$ cat src/rtl/video_timing_gen.sv
// Raster timing generator: walks a pixel/line grid and emits registered
// vs/hs/de, active-pixel coordinates and a frame-start pulse.
module video_timing_gen #(
    parameter int H_ACTIVE = 1280,
    parameter int H_FP     = 110,
    parameter int H_SYNC   = 40,
    parameter int H_BP     = 220,
    parameter int V_ACTIVE = 720,
    parameter int V_FP     = 5,
    parameter int V_SYNC   = 5,
    parameter int V_BP     = 20,
    parameter int HS_POL   = 1,
    parameter int VS_POL   = 1,
    parameter int CNT_W    = 12
) (
    input  logic             clk,
    input  logic             rst,
    input  logic             en,
    output logic             vs_out,
    output logic             hs_out,
    output logic             de_out,
    output logic [CNT_W-1:0] x_pos,
    output logic [CNT_W-1:0] y_pos,
    output logic             frame_start
);

    localparam int H_TOTAL = H_ACTIVE + H_FP + H_SYNC + H_BP;
    localparam int V_TOTAL = V_ACTIVE + V_FP + V_SYNC + V_BP;

    localparam logic [CNT_W-1:0] H_LAST     = CNT_W'(H_TOTAL - 1);
    localparam logic [CNT_W-1:0] V_LAST     = CNT_W'(V_TOTAL - 1);
    localparam logic [CNT_W-1:0] H_ACT_END  = CNT_W'(H_ACTIVE);
    localparam logic [CNT_W-1:0] V_ACT_END  = CNT_W'(V_ACTIVE);
    localparam logic [CNT_W-1:0] HS_START   = CNT_W'(H_ACTIVE + H_FP);
    localparam logic [CNT_W-1:0] HS_END     = CNT_W'(H_ACTIVE + H_FP + H_SYNC);
    localparam logic [CNT_W-1:0] VS_START   = CNT_W'(V_ACTIVE + V_FP);
    localparam logic [CNT_W-1:0] VS_END     = CNT_W'(V_ACTIVE + V_FP + V_SYNC);

    localparam logic HS_ON = (HS_POL != 0);
    localparam logic VS_ON = (VS_POL != 0);

    logic [CNT_W-1:0] h_cnt;
    logic [CNT_W-1:0] v_cnt;
    logic [CNT_W-1:0] h_nxt;
    logic [CNT_W-1:0] v_nxt;
    logic             h_wrap;
    logic             de_cur;
    logic             hs_cur;
    logic             vs_cur;
    logic             fs_cur;

    // Half-open range compares: a zero-width region is simply never true,
    // so skipped porches/syncs need no special casing.
    always_comb begin
        de_cur = (h_cnt < H_ACT_END) && (v_cnt < V_ACT_END);
        hs_cur = (h_cnt >= HS_START) && (h_cnt < HS_END);
        vs_cur = (v_cnt >= VS_START) && (v_cnt < VS_END);
        fs_cur = (h_cnt == '0) && (v_cnt == '0);
    end

    always_comb begin
        h_wrap = (h_cnt == H_LAST);
        h_nxt  = h_cnt + CNT_W'(1);
        v_nxt  = v_cnt;
        if (h_wrap) begin
            h_nxt = '0;
            if (v_cnt == V_LAST) begin
                v_nxt = '0;
            end else begin
                v_nxt = v_cnt + CNT_W'(1);
            end
        end
    end

    // Disabling clears the counters so the next enabled edge is frame-aligned.
    always_ff @(posedge clk or posedge rst) begin
        if (rst) begin
            h_cnt <= '0;
            v_cnt <= '0;
        end else if (!en) begin
            h_cnt <= '0;
            v_cnt <= '0;
        end else begin
            h_cnt <= h_nxt;
            v_cnt <= v_nxt;
        end
    end

    always_ff @(posedge clk or posedge rst) begin
        if (rst) begin
            de_out      <= 1'b0;
            hs_out      <= ~HS_ON;
            vs_out      <= ~VS_ON;
            x_pos       <= '0;
            y_pos       <= '0;
            frame_start <= 1'b0;
        end else if (!en) begin
            de_out      <= 1'b0;
            hs_out      <= ~HS_ON;
            vs_out      <= ~VS_ON;
            x_pos       <= '0;
            y_pos       <= '0;
            frame_start <= 1'b0;
        end else begin
            de_out      <= de_cur;
            hs_out      <= hs_cur ? HS_ON : ~HS_ON;
            vs_out      <= vs_cur ? VS_ON : ~VS_ON;
            x_pos       <= de_cur ? h_cnt : '0;
            y_pos       <= de_cur ? v_cnt : '0;
            frame_start <= fs_cur;
        end
    end

endmodule

$ cat config.mk
export PLATFORM = sky130hd
export DESIGN_NAME = video_timing_gen
export DESIGN_NICKNAME = d
export VERILOG_FILES = /design/src/rtl/video_timing_gen.sv
export SDC_FILE = /design/constraint.sdc
export NUM_CORES = 1
export LEC_CHECK = 0
export ABC_AREA = 1
export CORE_MARGIN = 2
export CORE_UTILIZATION = 55
export CTS_CLUSTER_SIZE = 24
export DETAILED_ROUTE_END_ITERATION = 8
export GPL_TIMING_DRIVEN = 1
export PLACE_DENSITY = 0.86
export RECOVER_POWER = 25
export SLEW_MARGIN = 20
export SYNTH_ARGS = -nofsm -noshare
export SYNTH_HDL_FRONTEND = slang
export SYNTH_SLANG_ARGS = --single-unit
$ cat constraint.sdc
create_clock -name clk -period 2.3 [get_ports clk]
set_clock_uncertainty 0.05 [all_clocks]
set_input_delay 0.46 -clock clk [delete_from_list [all_inputs] [get_ports clk]]
set_output_delay 0.46 -clock clk [all_outputs]
set_load 0.03 [all_outputs]
==> Word-level counts from Yosys, hierarchy flattened <==
Index checks and enable logic that the tools add are counted.
Widths: inputs -> output; s select.
{ "word_totals": {"reg_bits": 52, "in_bits": 3, "out_inout_bits": 28, "elab_cells": 40} }
{ "classes": {"add_sub_neg": 2, "n_lt_le_gt_ge": 6, "eq_ne": 3, "muxes": 15, "n_reduce_logical": 6} }
{ "ops": {"columns": ["cell", "n"], "rows": [
  ["$mux 12", 9],
  ["$add 12x1->12 const B", 2],
  ["$logic_not 12->1", 2],
  ["$lt 12x10->1 const B", 2],
  ["$lt 12x11->1 const B", 2],
  ["$eq 12x10->1 const B", 1],
  ["$eq 12x11->1 const B", 1],
  ["$ge 12x10->1 const B", 1],
  ["$ge 12x11->1 const B", 1],
  ["$mux 1", 6],
  ["$logic_and 1x1->1", 4],
  ["$ne 2x1->1 const B", 1]
]} }

==> Depth between registers and ports, before layout <==
Gate-level depths: netlist (run 1).
{ "depth": {"depth_word": 4, "mapped_depth": 11, "mapped_depth_nobuf": 10} }

==> Worst setup path before layout (run 1) <==
OpenSTA, ideal clock, no wires.
{ "synth_path": {"kind": "register to register", "startpoint": "register h_cnt[1]", "endpoint": "register v_cnt[3]", "setup_time_ps": 117, "arrival_time_ps": 1192, "required_time_ps": 2133, "slack_ps": 941, "stages_incl_launch_ff": 11, "n_path_buf": 1, "period_less_slack_ps": 1359, "path_cell_list": "dfrtp_1 inv_1 ha_1 nand2_1 nor2_1 nand3_2 nand2_2 inv_2 buf_6 nand2_1 nand2_1"} }
{ "synth_between": {"elab_chain_len": 2} }
{ "synth_rtl": {"columns": ["element", "line", "rtl"], "rows": [
  ["start, declared", "42", "logic [CNT_W-1:0] h_cnt;"],
  ["start signal, assigned", "84", "h_cnt <= h_nxt;"],
  ["$eq 12x11->1", "62", "h_wrap = (h_cnt == H_LAST);"],
  ["$ne 2x1->1 (no source line)", null, null],
  ["end signal, assigned", "85", "v_cnt <= v_nxt;"],
  ["end, declared", "43", "logic [CNT_W-1:0] v_cnt;"]
]} }
No other way between the ends.
A chain may end at the register's enable or synchronous reset.

==> Final worst setup path (run 1) <==
{ "layout_path": {"startpoint": "register y_pos[0]", "endpoint": "output y_pos[0]"} }
{ "layout_rtl": {"columns": ["element", "line", "rtl"], "rows": [
  ["start, declared", "23", "output logic [CNT_W-1:0] y_pos,"],
  ["start signal, assigned", "109", "y_pos <= de_cur ? v_cnt : '0;"]
]} }
No word-level cell between the ends.

==> metrics.yaml, run 1 <==
power:
  seqPwrFrac_pct: 58.7
  internal-power_mw: 1.21
  power_density_nw_per_um2: 545
  clkPwrFrac_pct: 33.4
  vdd_drop_max_mv: 0.251
  p_total_mw: 1.60
  comb_power_share_pct: 7.9
  p_switching_mw: 0.386
  power.share.switching_pct: 24.1
  leakage_nw: 1.38
timing:
  slew_viol_final: 0
  worst_slew_pin_slew_ps: 1140
  relSlewSlack_pct: 23.7
  grt_setup_unrepaired: "false"
  fin_crit_sh_pct: 80.6
  worst_hold_slack_ps: 457
  fmax_ghz: 0.539
  fin_crit_ps: 1850
  finalSetupTns_ps: 0
  hold_violations: 0
  final-setup-viol-count: 0
clocking:
  clkTransAtPathRegs_ps: 90
  cts_hold_buf: 0
  cts_tree: "built"
  root_buffer: "clkbuf_8"
  insertion_delay_ps: 310
  cts_buffers: 5
  cts_sinks: 52
  post_cts_buffers: 0
  htree_levels: 2
  clk_path_buf_depth: 2
  cts-resized-gates: 0
synthesis:
  async_flop_share_pct: 100
  synthXorXnorAreaFrac_pct: 1.04
  avgSynthCellArea_um2: 8.20
  synth_adder_area_share_pct: 3.48
  syn_area_um2: 2520
  ys_ff_latch: 52
  synthTopCellsByCount: "74 x nand2_1, 57 x nor2_1, 52 x dfrtp_1"
  syn_inst: 307
  yosys-top-cells-area: "dfrtp_1 52%, nand2_1 11%, nor2_1 8.5%"
  synth_compound_area_share_pct: 3.73
  synth_top_family_by_area: "simple AND/OR/NAND/NOR gates"
  synth.most_common_cell: "nand2_1"
  synth_edf_count: 0
  yosysUniqueCellTypes: 26
  ys_seq_area_share_pct: 51.7
  yosys.area.top_type: "dfrtp_1"
  synth_top_cell_area_share_pct: 51.7
  yosysWarnings: 0
  synth-simple-area-share_pct: 31.2
  synthMuxAreaShare_pct: 0
  ys.flop_type: "dfrtp_1"
detailed_routing:
  routed.top_layer: "met4"
  vias: 2038
  dr.pass1.iters: 4
  wl_met3_um: 267
  vias_per_cell: 5.15
  drtIter0Drc: 226
  post-route-drc-count: 0
  drtAntennaViolNets: 0
  wl_met1_mm: 2.34
  met2_length_mm: 2.32
  totalWireLength_mm: 5.02
  wl_per_cell_um: 12.7
worst_setup_path:
  path_delay_family: "buffers and inverters"
  arrival_ps: 1340
  worstPathCellList: "clkdlybuf4s50_1"
  cp_num_buf_inv: 1
  slowest_delay_ps: 690
  crit_type: "reg2out"
  cp-end-kind: "output port"
  crit_path_max_fanout: 1
  required_ps: 1790
  crit_slowest_cell: "clkdlybuf4s50_1"
  start_kind: "flip-flop"
placement:
  io_buffers: 30
  dp_hpwl_mm: 3.72
  place_congestion: 0.926
  dp.cells: 388
finish:
  final_util_pct: 67.0
  synthToLayoutAreaGrowth_pct: 16.7
  num_antenna_cells: 0
  fin_nets: 353
  final_cells: 396
  drive_gt1_share_pct: 7.27
floorplan:
  die_width_um: 71.6
  rows: 24
  ios: 31
  coreArea_um2: 4380
  die_area_um2: 5130
  initial_core_util_pct: 57.4
  die_height_um: 71.6
grt:
  grt_pass1_wl_mm: 8.61
  grt_pass1_vias: 1801
  overflow: 0
  track_usage_pct: 22.2
  antenna_found_initial: 0
  grt_max_degree: 31
status:
  status: "finished clean"
worst_hold_path:
  hold_path_class: "reg2reg"
job:
  cap_violations: 0
## final timing paths
kind / start / end / slack [ps] / cells after the start
setup / recovery: y_pos[0] / y_pos[0] / 450 / 1
hold / removal: h_cnt[0] / h_cnt[0] / 460 / 1
setup reg to reg: h_cnt[1] / v_cnt[2] / 590 / 9
hold reg to reg: h_cnt[0] / h_cnt[0] / 460 / 1
max in group asynchronous: rst / v_cnt[11] / 600 / 3
min in group asynchronous: rst / hs_out / 760 / 3
## sequential cells by signal, summed over array words and instances, names as in the netlist
name	count
v_cnt	12
y_pos	12
h_cnt	12
vs_out	1
hs_out	1
x_pos	12
frame_start	1
de_out	1
## per-layer routing
layer | global-route usage (%) | vias to the layer above
met5 | 0 | -
met4 | 7.97 | 0
met3 | 5.06 | 8
met2 | 33.4 | 48
met1 | 31.7 | 961
li1 | - | 1021
## metrics by stage
stage	instance area (um^2)	worst slack, ps
after global placement	2850	318
final	2940	445
after global routing	2940	278
after detailed placement	2850	222
after floorplan	2520	532
after CTS	2940	425
## worst reg2reg max path, cell delays in order (launching register included)
cell and delay [ps]:
dfrtp_1 410, inv_1 130, ha_1 160, nand2_1 50, nor2_1 120, nand3_2 90, nand2_2 200, inv_2 200
nand2_1 100, o21ai_0 70
## layout by cell type, fill, tap and decap left out
master            n
a21oi_1           6
a31oi_1           1
buf_4             1
clkbuf_1          2
clkbuf_2          1
clkbuf_8          6
clkdlybuf4s50_1  29
clkinvlp_4        1
conb_1            3
dfrtp_1          52
dlygate4sd3_1     1
ha_1              7
inv_1            37
inv_2             4
nand2_1          74
nand2_2           2
nand3_1          15
nand3_2           2
nand3b_1          1
nand4_1           7
nand4_2           1
nor2_1           57
nor2_2            5
nor2_4            1
nor3_1           11
nor3_2            1
nor3b_1           2
o211ai_1          1
o21ai_0          10
xor2_1            3
## final cells by class
cell class                      instances  area [um^2]
Fill cell                             354         1450
Sequential cell                        52         1300
Multi-Input combinational cell        210         1000
Timing Repair Buffer                   33          317
Inverter                               41          154
Clock buffer                            7         86.3
Tap cell                               52         65.1
Clock inverter                          1         7.51
## power by group through the flow
stage          Combinational [mW]  Sequential [mW]  Clock (mW)
2_1_floorplan              0.0723            0.974           0
3_5_place_dp                0.129            0.956           0
5_1_grt                     0.144            0.940       0.590
6_report                    0.126            0.938       0.535
4_1_cts                     0.130            0.938       0.550
3_3_place_gp                0.125            0.956           0
## logic make-up after synthesis
group | Yosys count
xor gates and xnor gates | 3
other | 1
buffers and inverters | 47
AOI/OAI and AO/OA | 18
DFF | 52
and+or+nand+nor | 179
adders and majority gates | 7
(Power assumes the default switching activity.)
==> run 2: changes to the inputs <==
CORE_UTILIZATION = 50   (was 55)
PLACE_DENSITY = 0.83   (was 0.86)
clock period = 1.6 ns   (was 2.3 ns; I/O delays follow)
==> metrics.yaml, run 2 (synthesis gave the netlist of run 1 again) <==
status:
  status: "finished clean"
detailed_routing:
  vias_per_cell: 4.96
  wl_per_cell_um: 12.0
  vias: 2115
  dr.pass1.iters: 4
  post-route-drc-count: 0
  drtIter0Drc: 245
  drtAntennaViolNets: 0
  totalWireLength_mm: 5.09
worst_setup_path:
  crit_top_cell: "nand2_1"
  slowest_delay_ps: 440
  cp-end-kind: "flip-flop"
  required_ps: 1760
  crit_slowest_cell: "dfrtp_1"
  worstPathCellList: "ha_1, nand2_1, nor2_2, nand2_1, xor2_1, nand2_1, nand2_1"
  arrival_ps: 1690
  crit_type: "reg2reg"
  start_kind: "flip-flop"
  crit_path_max_fanout: 5
placement:
  io_buffers: 30
  dp_hpwl_mm: 3.74
  dp_slack_ps: -20.5
  place_congestion: 0.912
  dp.cells: 415
  placed_area_um2: 3000
grt:
  overflow: 0
  grt_pass1_wl_mm: 8.47
  track_usage_pct: 19.9
  antenna_found_initial: 0
  grt_max_degree: 53
  grt_pass1_vias: 1886
timing:
  worst_hold_slack_ps: 449
  setup_ws_ps: 71.5
  hold_violations: 0
  finalSetupTns_ps: 0
  relSlewSlack_pct: 55.3
  fin_crit_sh_pct: 95.5
  slew_viol_final: 0
  final-setup-viol-count: 0
  fmax_ghz: 0.654
  fin_crit_ps: 1530
  worst_slew_pin_slew_ps: 671
clocking:
  cts_sinks: 52
  root_buffer: "clkbuf_8"
  clkTransAtPathRegs_ps: 100
  cts_hold_buf: 0
  insertion_delay_ps: 310
  cts_tree: "built"
  htree_levels: 2
  cts_buffers: 5
  clk_path_buf_depth: 2
power:
  power_density_nw_per_um2: 736
  vdd_drop_max_mv: 0.365
  leakage_nw: 1.58
worst_hold_path:
  hold_path_class: "reg2reg"
finish:
  layout_commonest_cell: "nand2_1"
  synthToLayoutAreaGrowth_pct: 22.3
  final_cells: 426
  final_cell_mix: "74 x nand2_1, 54 x nor2_1, 51 x dfrtp_1, 33 x inv_1, 28 x dlygate4sd2_1"
  fin_nets: 369
  num_antenna_cells: 0
  drive_gt1_share_pct: 14.2
  final_cell_area_um2: 3080
floorplan:
  die_area_um2: 5620
  ios: 31
  die_height_um: 74.9
  rows: 25
  initial_core_util_pct: 52.6
  coreArea_um2: 4790
  die_width_um: 74.9
job:
  cap_violations: 0
run 2: cell count changes in the layout (fill, tap and decap cells not counted), sizes merged:
cell,delta
clkdlybuf4s50,-28
dlygate4sd2,+28
buf,+17
clkbuf,-3
clkinv,+1
clkinvlp,+1
inv,-1
run 2: final cells by class:
cell class | instances | area [um^2]
tap | 67 | 83.8
sequential | 52 | 1300
clock inverter | 2 | 12.5
multi-input combinational | 210 | 1010
timing repair buffer | 49 | 437
inverter | 41 | 158
clock buffer | 5 | 68.8
fill | 402 | 1710
run 2: path summary, 6_finish.rpt:
path	cells after the start	endpoint	slack, ps	from
max in group asynchronous	3	v_cnt[1]	350	rst
worst min register to register	1	h_cnt[0]	450	h_cnt[0]
min in group asynchronous	3	v_cnt[9]	670	rst
worst max register to register	7	v_cnt[8]	70	v_cnt[0]
worst max-delay path	7	v_cnt[8]	70	v_cnt[0]
worst min-delay path	1	h_cnt[0]	450	h_cnt[0]
run 2: power breakdown:
group / leakage (nW) / total [mW] / internal, mW / switching (mW)
Clock: 0.0400 / 0.716 / 0.297 / 0.419
Combinational: 0.834 / 0.200 / 0.0694 / 0.131
Sequential: 0.709 / 1.35 / 1.33 / 0.0135
run 2: worst max-delay path, delay by kind of cell, from the launching register on:
| family | cells | cell delay, ps |
|---|---|---|
| XOR/XNOR | 1 | 160 |
| flip-flops | 1 | 440 |
| AND/OR/NAND/NOR | 5 | 550 |
| adder cells (fa/ha/maj) | 1 | 210 |
run 2: what timing repair did:
action | 4_1_cts | 5_1_grt
gates resized for setup | 28 | 9
endpoints found under the setup margin | 28 | 17
pin swaps | 0 | 2
setup buffers | 0 | 4
gates cloned | 0 | 0
run 2: per-stage QoR:
stage          power, mW  utilization, %
6_report            2.26            64.3
5_1_grt             2.35            64.3
4_1_cts             2.29            63.6
3_5_place_dp        1.58            62.6
3_3_place_gp        1.58            62.6
2_1_floorplan       1.50               -
run 2: per-layer routing:
metal	vias up	wire length [um]	GRT usage (%)
met1	998	2360	27.8
met4	0	74	6.94
met3	9	222	3.35
met2	59	2430	31.4
met5	-	0	0
li1	1049	-	-
==> run 3: changes to the inputs <==
ABC_CLOCK_PERIOD_IN_PS = 1600   (was unset)
CTS_CLUSTER_DIAMETER = 80   (was unset)
==> results of run 3 <==
No change in the layout: final DEF, timing and power equal those of run 2.
